## src/rtl/trojan0_leak_decoder_pkg.sv

```systemverilog
// Shared constants for the Trojan0 leak channel: replica LFSR definition,
// decoder FSM states and small helper functions used by the receiver.
package trojan_pkg;

    localparam int              LFSR_W    = 20;
    localparam logic [19:0]     LFSR_SEED = 20'h03031;

    // Feedback taps of the leaking LFSR (new bit enters at the MSB).
    localparam int              TAP_A     = 15;
    localparam int              TAP_B     = 11;
    localparam int              TAP_C     = 7;
    localparam int              TAP_D     = 0;

    typedef enum logic [1:0] {
        ST_IDLE    = 2'd0,
        ST_COLLECT = 2'd1,
        ST_DONE    = 2'd2
    } state_e;

    // One step of the keystream generator, identical to the leaking block.
    function automatic logic [LFSR_W-1:0] lfsr_next(input logic [LFSR_W-1:0] cur);
        logic fb;
        fb = cur[TAP_A] ^ cur[TAP_B] ^ cur[TAP_C] ^ cur[TAP_D];
        return {fb, cur[LFSR_W-1:1]};
    endfunction

    // A leaked byte is trustworthy only when all eight copies of the bit agree.
    function automatic logic byte_uniform(input logic [7:0] b);
        return (b == 8'h00) || (b == 8'hFF);
    endfunction

endpackage

```

## src/rtl/trojan0_leak_decoder_lfsr.sv

```systemverilog
// Local replica of the leaking block's keystream LFSR. Exposes the current
// state, a one-cycle-delayed copy that lines up with the registered leak bus,
// and a flag that marks the delayed copy as meaningful.
module leak_lfsr_replica
    import trojan_pkg::*;
(
    input  logic              clk,
    input  logic              rst,
    output logic [LFSR_W-1:0] s,
    output logic [LFSR_W-1:0] s_d,
    output logic              primed
);

    logic [LFSR_W-1:0] s_q;
    logic [LFSR_W-1:0] s_dly_q;
    logic              primed_q;

    // Free-running keystream state, reseeded together with the leaking block.
    always_ff @(posedge clk) begin
        if (rst) begin
            s_q <= LFSR_SEED;
        end else begin
            s_q <= lfsr_next(s_q);
        end
    end

    // Delayed keystream pairing with the leak bus, and the first-edge prime flag.
    always_ff @(posedge clk) begin
        if (rst) begin
            s_dly_q  <= LFSR_SEED;
            primed_q <= 1'b0;
        end else begin
            s_dly_q  <= s_q;
            primed_q <= 1'b1;
        end
    end

    assign s      = s_q;
    assign s_d    = s_dly_q;
    assign primed = primed_q;

endmodule

```

## src/rtl/trojan0_leak_decoder.sv

```systemverilog
// Attacker-side recovery engine for the Trojan0 key leak. Strips the replica
// keystream from each leaked byte lane, rejects lanes whose eight copies
// disagree, and majority-votes key[7:0] over WINDOW accepted samples.
module trojan0_leak_decoder
    import trojan_pkg::*;
#(
    parameter int WINDOW = 16
) (
    input  logic        clk,
    input  logic        rst,
    input  logic [63:0] load_in,
    input  logic        in_valid,
    input  logic        start,
    output logic        busy,
    output logic        key_valid,
    output logic [7:0]  key_out,
    output logic [15:0] err_cnt
);

    localparam int               CNT_W  = $clog2(WINDOW) + 1;
    localparam logic [CNT_W-1:0] WIN_C  = CNT_W'(WINDOW);
    localparam logic [CNT_W-1:0] HALF_C = CNT_W'(WINDOW / 2);
    localparam logic [CNT_W-1:0] ONE_C  = CNT_W'(1);

    logic [LFSR_W-1:0] s_s;
    logic [LFSR_W-1:0] s_d_s;
    logic              primed_s;
    logic              unused_s;

    logic [7:0]        kb_s;
    logic              consistent_s;
    logic              observe_s;

    state_e            state_q, state_d;
    logic [CNT_W-1:0]  vote_q [8];
    logic [CNT_W-1:0]  vote_d [8];
    logic [CNT_W-1:0]  cnt_q,   cnt_d;
    logic [15:0]       err_q,   err_d;
    logic              busy_q,  busy_d;
    logic              kv_q,    kv_d;
    logic [7:0]        key_q,   key_d;

    leak_lfsr_replica u_lfsr (
        .clk    (clk),
        .rst    (rst),
        .s      (s_s),
        .s_d    (s_d_s),
        .primed (primed_s)
    );

    // Only the low byte of the delayed keystream masks the key bits.
    assign unused_s = ^{s_s, s_d_s[LFSR_W-1:8]};

    // Per-lane consistency check and keystream removal.
    always_comb begin
        consistent_s = 1'b1;
        kb_s         = 8'h00;
        for (int j = 0; j < 8; j++) begin
            if (!byte_uniform(load_in[8*j +: 8])) begin
                consistent_s = 1'b0;
            end else begin
                consistent_s = consistent_s;
            end
            kb_s[j] = load_in[8*j] ^ s_d_s[j];
        end
    end

    assign observe_s = in_valid && primed_s;

    // Next-state logic for the recovery FSM, vote counters and error counter.
    always_comb begin
        state_d = state_q;
        vote_d  = vote_q;
        cnt_d   = cnt_q;
        err_d   = err_q;
        busy_d  = busy_q;
        kv_d    = 1'b0;
        key_d   = key_q;
        case (state_q)
            ST_IDLE: begin
                if (start) begin
                    state_d = ST_COLLECT;
                    for (int j = 0; j < 8; j++) begin
                        vote_d[j] = '0;
                    end
                    cnt_d  = '0;
                    err_d  = 16'h0000;
                    busy_d = 1'b1;
                end else begin
                    busy_d = 1'b0;
                end
            end
            ST_COLLECT: begin
                if (observe_s && consistent_s) begin
                    for (int j = 0; j < 8; j++) begin
                        vote_d[j] = vote_q[j] + CNT_W'(kb_s[j]);
                    end
                    cnt_d = cnt_q + ONE_C;
                    if (cnt_q == (WIN_C - ONE_C)) begin
                        state_d = ST_DONE;
                    end else begin
                        state_d = ST_COLLECT;
                    end
                end else if (observe_s) begin
                    // Rejected observation: count it, saturating.
                    if (err_q != 16'hFFFF) begin
                        err_d = err_q + 16'h0001;
                    end else begin
                        err_d = err_q;
                    end
                end else begin
                    state_d = ST_COLLECT;
                end
            end
            ST_DONE: begin
                // Strict majority; an exact tie resolves to 0.
                for (int j = 0; j < 8; j++) begin
                    key_d[j] = (vote_q[j] > HALF_C);
                end
                kv_d    = 1'b1;
                busy_d  = 1'b0;
                state_d = ST_IDLE;
            end
            default: begin
                state_d = ST_IDLE;
                busy_d  = 1'b0;
            end
        endcase
    end

    // State and output registers with synchronous reset to the idle state.
    always_ff @(posedge clk) begin
        if (rst) begin
            state_q <= ST_IDLE;
            for (int j = 0; j < 8; j++) begin
                vote_q[j] <= '0;
            end
            cnt_q   <= '0;
            err_q   <= 16'h0000;
            busy_q  <= 1'b0;
            kv_q    <= 1'b0;
            key_q   <= 8'h00;
        end else begin
            state_q <= state_d;
            vote_q  <= vote_d;
            cnt_q   <= cnt_d;
            err_q   <= err_d;
            busy_q  <= busy_d;
            kv_q    <= kv_d;
            key_q   <= key_d;
        end
    end

    assign busy      = busy_q;
    assign key_valid = kv_q;
    assign key_out   = key_q;
    assign err_cnt   = err_q;

endmodule

```

## config.mk

```make
export PLATFORM = sky130hd
export DESIGN_NAME = trojan0_leak_decoder
export DESIGN_NICKNAME = d
export VERILOG_FILES = /design/src/rtl/trojan0_leak_decoder_pkg.sv /design/src/rtl/trojan0_leak_decoder_lfsr.sv /design/src/rtl/trojan0_leak_decoder.sv
export SDC_FILE = /design/constraint.sdc
export NUM_CORES = 1
export LEC_CHECK = 0
export ABC_AREA = 1
export BUFFER_PORTS_ARGS = -buffer_cell sky130_fd_sc_hd__buf_2
export CAP_MARGIN = 10
export CORE_MARGIN = 8
export CORE_UTILIZATION = 40
export CTS_CLUSTER_SIZE = 12
export DETAILED_ROUTE_END_ITERATION = 12
export PLACE_DENSITY = 0.7
export SETUP_SLACK_MARGIN = 0.3
export SYNTH_ARGS = -nofsm -noshare
export SYNTH_HDL_FRONTEND = slang
export SYNTH_SLANG_ARGS = --single-unit
```

## constraint.sdc

```tcl
create_clock -name clk -period 3 [get_ports clk]
set_input_delay 0.3 -clock clk [delete_from_list [all_inputs] [get_ports clk]]
set_output_delay 0.3 -clock clk [all_outputs]
set_load 0.05 [all_outputs]
```

==> run_results.csv, run 1 <==
group,metric,value,unit
status,status,"complete, no violations",
floorplanning,die_x,130.6,um
global_routing,grt_max_degree,51,
floorplanning,num_io_pins,94,
timing,rsz0062_at_grt,"false",
timing,finalHoldViolCount,0,
clock_network,insertion_delay,340,ps
clock_network,cts.sinks,98,
global_routing,gr-total-overflow,0,
job,max_cap_viol_count,0,
logic_synthesis,yosys.area.top_type,"dfxtp_1",
critical_path,cp.arrival,2280,ps
clock_network,ctsHoldBuffers,0,
clock_network,clkTransAtPathRegs,70,ps
critical_path,timing.rr.start,"err_cnt[0]",
cells_and_area,area_growth,16.72,%
logic_synthesis,yosysWarnings,0,
pwr,powerDensity,478.3,nW/um^2
critical_path,cp-end-kind,"register",
floorplanning,dieArea,17060,um^2
timing,drv_slew,0,
cells_and_area,drive_above_1_share,16.77,%
logic_synthesis,synth_cell_type_count,35,
clock_network,h-tree-depth,3,
timing,worst_pin_slew,933.0,ps
logic_synthesis,syn_nets,843,
critical_path,worstReg2RegEnd,"err_cnt[7]",
timing,fin_crit,2040,ps
logic_synthesis,ys_seq_elements,98,
logic_synthesis,synthCells,756,
floorplanning,initial_core_util,40.31,%
clock_network,post_cts.repair.setup_buffers,0,
logic_synthesis,synth_top_cell_area_share,37.34,%
place,port_buffers,93,
cells_and_area,fillers,1389,
pwr,leakage,2.796,nW
detailed_routing,num_vias,5053,
logic_synthesis,dominantRegCellSynth,"dfxtp_1",
min_path,hold_depth,4,
floorplanning,die_h,130.6,um
floorplanning,core,13030,um^2
cells_and_area,diodes,0,
clock_network,cts_tree,"yes",
timing,period_share,68.01,%
critical_path,setup.worst_path.end,"err_cnt[7]",
logic_synthesis,synth_area_per_cell,6.949,um^2
critical_path,critPathLaunch,"err_cnt[0]",
timing,worst_slew_margin_rel,37.73,%
global_routing,grt_pass1_vias,4763,
detailed_routing,drc,0,
place,dp_cells,1001,
critical_path,cp_max_fo,16,
critical_path,worstSetupStartpointType,"register",
logic_synthesis,synth_seq_area_share,37.34,%
critical_path,crit_required,3240,ps
detailed_routing,vias_per_cell,4.969,
timing,whs,299.9,ps
critical_path,r2r_setup_slack,960,ps
detailed_routing,wirelength,12.96,mm
timing,tns,0,ps
detailed_routing,drtIter0Drc,372,
place,dpl.hpwl,9.026,mm
timing,max_clock_freq,490.1,MHz
pwr,vdd_ir_drop_max,237.3,uV
clock_network,cts_root_buf,"clkbuf_16",
place,place.gp.congestion,0.8480,
logic_synthesis,synth_most_common_cell,"nor2_1",
detailed_routing,routedWlPerCell,12.74,um
timing,skew,5.272,ps
clock_network,cts-resized-gates,0,
detailed_routing,detail-route-antenna-nets,0,
logic_synthesis,netlist_area,5254,um^2
timing,setup_viol,0,
logic_synthesis,ys_async_sr_fraction,0,%
logic_synthesis,synth_edf_count,0,
cells_and_area,final_cells,1017,
global_routing,grt_pass1_wl,21.89,mm
global_routing,antenna_found_initial,0,
logic_synthesis,yosys-top-cells-area,"dfxtp_1 (37%), nor2_1 (11%), nand2_1 (10%), nand3_1 (5.6%), ha_1 (4.5%)",
logic_synthesis,synth_common_cells,"nor2_1 (157), nand2_1 (140), dfxtp_1 (98)",
floorplanning,rows,42,
min_path,min_path_type,"input port to register",
critical_path,reg2reg_depth,11,
clock_network,numCtsBuffers,9,
detailed_routing,drt_first_pass_iters,5,
clock_network,clock_path_buffers,2,
critical_path,critical_path_class,"register to register",
cells_and_area,fin_nets,923,
global_routing,grt_usage,15.71,%
-- placed cells by master, fill, tap and decap left out, types with 10 or more instances in the layout --
| cell | instances |
|---|---|
| nand4_1 | 25 |
| xor2_1 | 27 |
| nor2_1 | 157 |
| inv_1 | 52 |
| o21ai_0 | 21 |
| ha_1 | 19 |
| a21oi_1 | 41 |
| o21ai_1 | 19 |
| nand3_1 | 59 |
| nand2_1 | 140 |
| buf_2 | 93 |
| buf_4 | 10 |
| dfxtp_1 | 98 |
| a22oi_1 | 17 |
-- cells by family (layout without fill, tap and decap cells) --
logic type / count (synthesis) / after routing / share of synthesized area [%]
AO/OA/AOI/OAI: 109 / 109 / 11.93
XOR/XNOR: 36 / 36 / 6.002
adder cells (fa/ha/maj): 19 / 19 / 4.525
buffers and inverters: 94 / 179 / 7.502
flip-flops: 98 / 98 / 37.34
AND/OR/NAND/NOR: 400 / 400 / 32.70
-- power by group --
group	leakage (nW)	internal [W]	switching [W]	total, W
registers	0.801	0.00135	0.0000431	0.00140
clock network	0.140	0.000579	0.000539	0.00112
logic	1.86	0.000140	0.000280	0.000420
-- worst max-delay path, stage by stage (launching register included) --
cell,delay (ps)
dfxtp_1,400
ha_1,210
nand2_1,60
nor2_1,80
buf_4,150
nand3_1,100
nor2_1,140
nand2_2,230
nand3_2,360
nand2_1,120
inv_2,60
nor2_1,30
-- worst min path at each step --
stage | start | to
3_3_place_gp | u_lfsr.s[9] | u_lfsr.s[8]
5_1_grt | start | cnt_q[2]
4_1_cts | start | cnt_q[2]
6_report | start | cnt_q[2]
2_1_floorplan | u_lfsr.s[12] | u_lfsr.s[11]
3_5_place_dp | u_lfsr.s[9] | u_lfsr.s[8]
-- state kept, by name (all words and copies together), names as in the netlist --
signal / cells
vote_q: 40
u_lfsr.s: 17
err_cnt: 16
key_out: 8
u_lfsr.s_d: 7
cnt_q: 5
state_q: 2
busy: 1
key_valid: 1
u_lfsr.primed: 1
-- area by class of cell --
type / count / area [um^2] / area share [%]
multi-input cells: 564 / 2898 / 47.26
flip-flops and latches: 98 / 1962 / 31.99
repair buffers: 103 / 540.5 / 8.815
clock buffers: 9 / 225.2 / 3.673
inverters: 60 / 225.2 / 3.673
well taps: 176 / 220.2 / 3.591
clock inverters: 7 / 61.31 / 0.9998
-- through the flow --
| stage | instance area [um^2] | worst slack (ps) | util, % | total power (W) |
|---|---|---|---|---|
| 2_1_floorplan | 5254 | 911.1 | - | 0.001714 |
| 3_3_place_gp | 5846 | 723.1 | 44.85 | 0.001840 |
| 3_5_place_dp | 5846 | 703.3 | 44.85 | 0.001845 |
| 4_1_cts | 6132 | 958.9 | 47.05 | 0.002959 |
| 5_1_grt | 6132 | 741.5 | 47.05 | 0.003065 |
| 6_report | 6132 | 959.6 | 47.05 | 0.002933 |
-- per-layer routing --
metal	global-route usage [%]	vias up	part of all wire, %
met5	0	-	0
met4	4.186	0	1.1
met3	4.505	13	6.8
met2	25.46	157	44
met1	20.00	2254	48
li1	-	2629	-
No activity file was read; power rests on OpenSTA's default activity.
==> inputs of run 2 (changes only) <==
Settings changed: PLACE_DENSITY 0.7 to 0.73.
Clock period 3 ns to 1.75 ns, I/O delays scaled along.
==> run 2 against run 1 <==
  * Hold slack lost 140 ps
  * Setup slack lost 820 ps
  * Total power grew 91%
  * Combinational power grew 120%
  * First-iteration DRC count grew 7.3%
  * Sequential cell count is the same
  * Critical endpoint is now err_cnt[12]
  * Clock power grew 100%
  * Die area is the same
  * Non-clock buffer count grew 50
  * Sequential share of layout area shrank 4.2 points
  * Count of clock-buffer cells in the layout grew 1
==> run_results.csv, run 2 (same netlist as run 1, synthesis figures left out) <==
group,metric,value,unit
timing,rsz0062_at_grt,"true",
clock_network,cts.sinks,98,
global_routing,gr-total-overflow,0,
cells_and_area,largest_reg_flops,40,
pwr,pwr-share-seq,43.1,%
detailed_routing,num_vias,5546,
critical_path,worstSetupStartpointType,"register",
timing,skew,7.683,ps
pwr,switchingPower,0.001550,W
cells_and_area,multi_input_area,3282,um^2
floorplanning,num_io_pins,94,
critical_path,slowest_stage,"nor4_1",
detailed_routing,routedWlPerCell,14.70,um
pwr,vdd_ir_drop_max,462.2,uV
pwr,p_sw_share,27.72,%
floorplanning,core,13030,um^2
status,status,"complete, no violations",
clock_network,cts_root_buf,"clkbuf_16",
place,place_ws,-19.12,ps
floorplanning,dieArea,17060,um^2
timing,drv_slew,0,
detailed_routing,drc,0,
global_routing,antenna_found_initial,1,
place,place.gp.congestion,0.8429,
timing,worst_pin_slew,358.3,ps
critical_path,cp_max_fo,5,
cells_and_area,fin_nets,976,
cells_and_area,regMostFlops,"vote_q",
detailed_routing,drt_first_pass_iters,5,
floorplanning,initial_core_util,40.31,%
pwr,report.power.total,0.005593,W
critical_path,critPathBufInv,4,
timing,fin_crit,1612,ps
clock_network,ctsHoldBuffers,0,
detailed_routing,detail-route-antenna-nets,0,
cells_and_area,layout_common_cells,"nor2_1 (151), nand2_1 (134), buf_2 (93), dfxtp_1 (69), inv_1 (49)",
cells_and_area,regArea,2023,um^2
global_routing,grt_pass1_vias,5107,
timing,setup_viol,0,
critical_path,slowest_delay,360,ps
global_routing,grt_usage,17.35,%
cells_and_area,final_common_cell,"nor2_1",
clock_network,insertion_delay,350,ps
cells_and_area,area_growth,38.44,%
floorplanning,rows,42,
detailed_routing,wirelength,15.74,mm
critical_path,path_cells,"inv_1 > nor4_1 > inv_1 > nor2_2 > nand2_2 > buf_6 > buf_12 > nand4_1 > nand2_1 > nor2_1",
clock_network,clock_path_buffers,2,
place,port_buffers,93,
pwr,leakage,3.199,nW
global_routing,grt_pass1_wl,23.87,mm
critical_path,cp_common_cell,"inv_1",
critical_path,cpLargestDelayFamily,"simple AND/OR/NAND/NOR gates",
cells_and_area,drive_above_1_share,31.66,%
timing,max_clock_freq,620.3,MHz
clock_network,numCtsBuffers,9,
floorplanning,die_h,130.6,um
floorplanning,die_x,130.6,um
critical_path,critical_path_class,"register to register",
critical_path,cp.arrival,1890,ps
detailed_routing,drtIter0Drc,399,
critical_path,cp-end-kind,"register",
clock_network,cts_tree,"yes",
place,dpl.hpwl,9.469,mm
clock_network,h-tree-depth,3,
pwr,powerDensity,768.9,nW/um^2
pwr,p_comb_share,16.5,%
detailed_routing,vias_per_cell,5.178,
pwr,internal_power,0.004043,W
job,max_cap_viol_count,0,
cells_and_area,fin_util,55.81,%
pwr,clkPwrFrac,40.4,%
timing,fin_ws,137.9,ps
critical_path,crit_required,2030,ps
timing,period_share,92.12,%
global_routing,grt_max_degree,49,
cells_and_area,fillers,1172,
timing,worst_slew_margin_rel,76.12,%
min_path,min_path_type,"input port to register",
clock_network,clkTransAtPathRegs,70,ps
timing,tns,0,ps
timing,finalHoldViolCount,0,
[run 2: changes by cell type in the layout (fill, tap and decap cells not counted), moves of 9 or more]
| cell | delta |
|---|---|
| buf_4 | +30 |
| dfxtp_1 | -29 |
| dfxtp_2 | +19 |
| dfxtp_4 | +10 |
| ha_1 | -19 |
| ha_2 | +10 |
| ha_4 | +9 |
| nand3_1 | -11 |
| nand3_2 | +10 |
[run 2: worst register-to-register path: cells and delay by family, from the launching register on]
family                 cells  cell delay, ps
buffers and inverters      4             420
flip-flops                 1             330
AND/OR/NAND/NOR            6             800
[run 2: per-layer routing]
layer | wire [um] | global-route usage, % | vias to the layer above
met2 | 7461 | 28.28 | 235
met1 | 6766 | 21.74 | 2521
met5 | 10 | 0 | -
met4 | 401 | 6.617 | 2
met3 | 1099 | 4.180 | 40
li1 | - | - | 2748
[run 2: final cells by class]
| class | count | area share [%] |
|---|---|---|
| clock buffer | 10 | 3.441 |
| inverter | 60 | 3.148 |
| multi-input combinational | 566 | 45.12 |
| clock inverter | 6 | 1.273 |
| antenna | 1 | 0.03441 |
| timing repair buffer | 153 | 16.07 |
| sequential | 98 | 27.82 |
| tap | 176 | 3.028 |
| timing repair inverter | 1 | 0.06881 |
[run 2: worst paths after layout]
kind,start,endpoint,slack (ps),cells after the start
setup / recovery,err_cnt[12],err_cnt[12],140,10
hold / removal,start,cnt_q[2],160,4
setup reg to reg,err_cnt[12],err_cnt[12],140,10
hold reg to reg,u_lfsr.s[16],u_lfsr.s[15],410,2
[run 2: what timing repair did]
action / CTS / global route
resized for setup: 42 / 53
pin swaps: 20 / 22
setup buffers: 17 / 16
setup endpoints to repair: 62 / 65
gates cloned: 5 / 5
[run 2: per-stage QoR]
step	area [um^2]	cells	hold slack, ps
floorplan	5338	756	373.4
global placement	6063	1011	389.4
detailed placement	6063	1011	394.8
CTS	6837	1049	146.1
global route	7271	1070	192.6
finish	7273	1071	163.8
[run 2: power by group through the flow]
stage	Combinational, W	Clock, W	Sequential [W]
after detailed placement	0.000764	0	0.00244
after global routing	0.00102	0.00237	0.00242
after floorplan	0.000410	0	0.00254
after CTS	0.000846	0.00229	0.00240
after global placement	0.000753	0	0.00244
final	0.000922	0.00226	0.00241
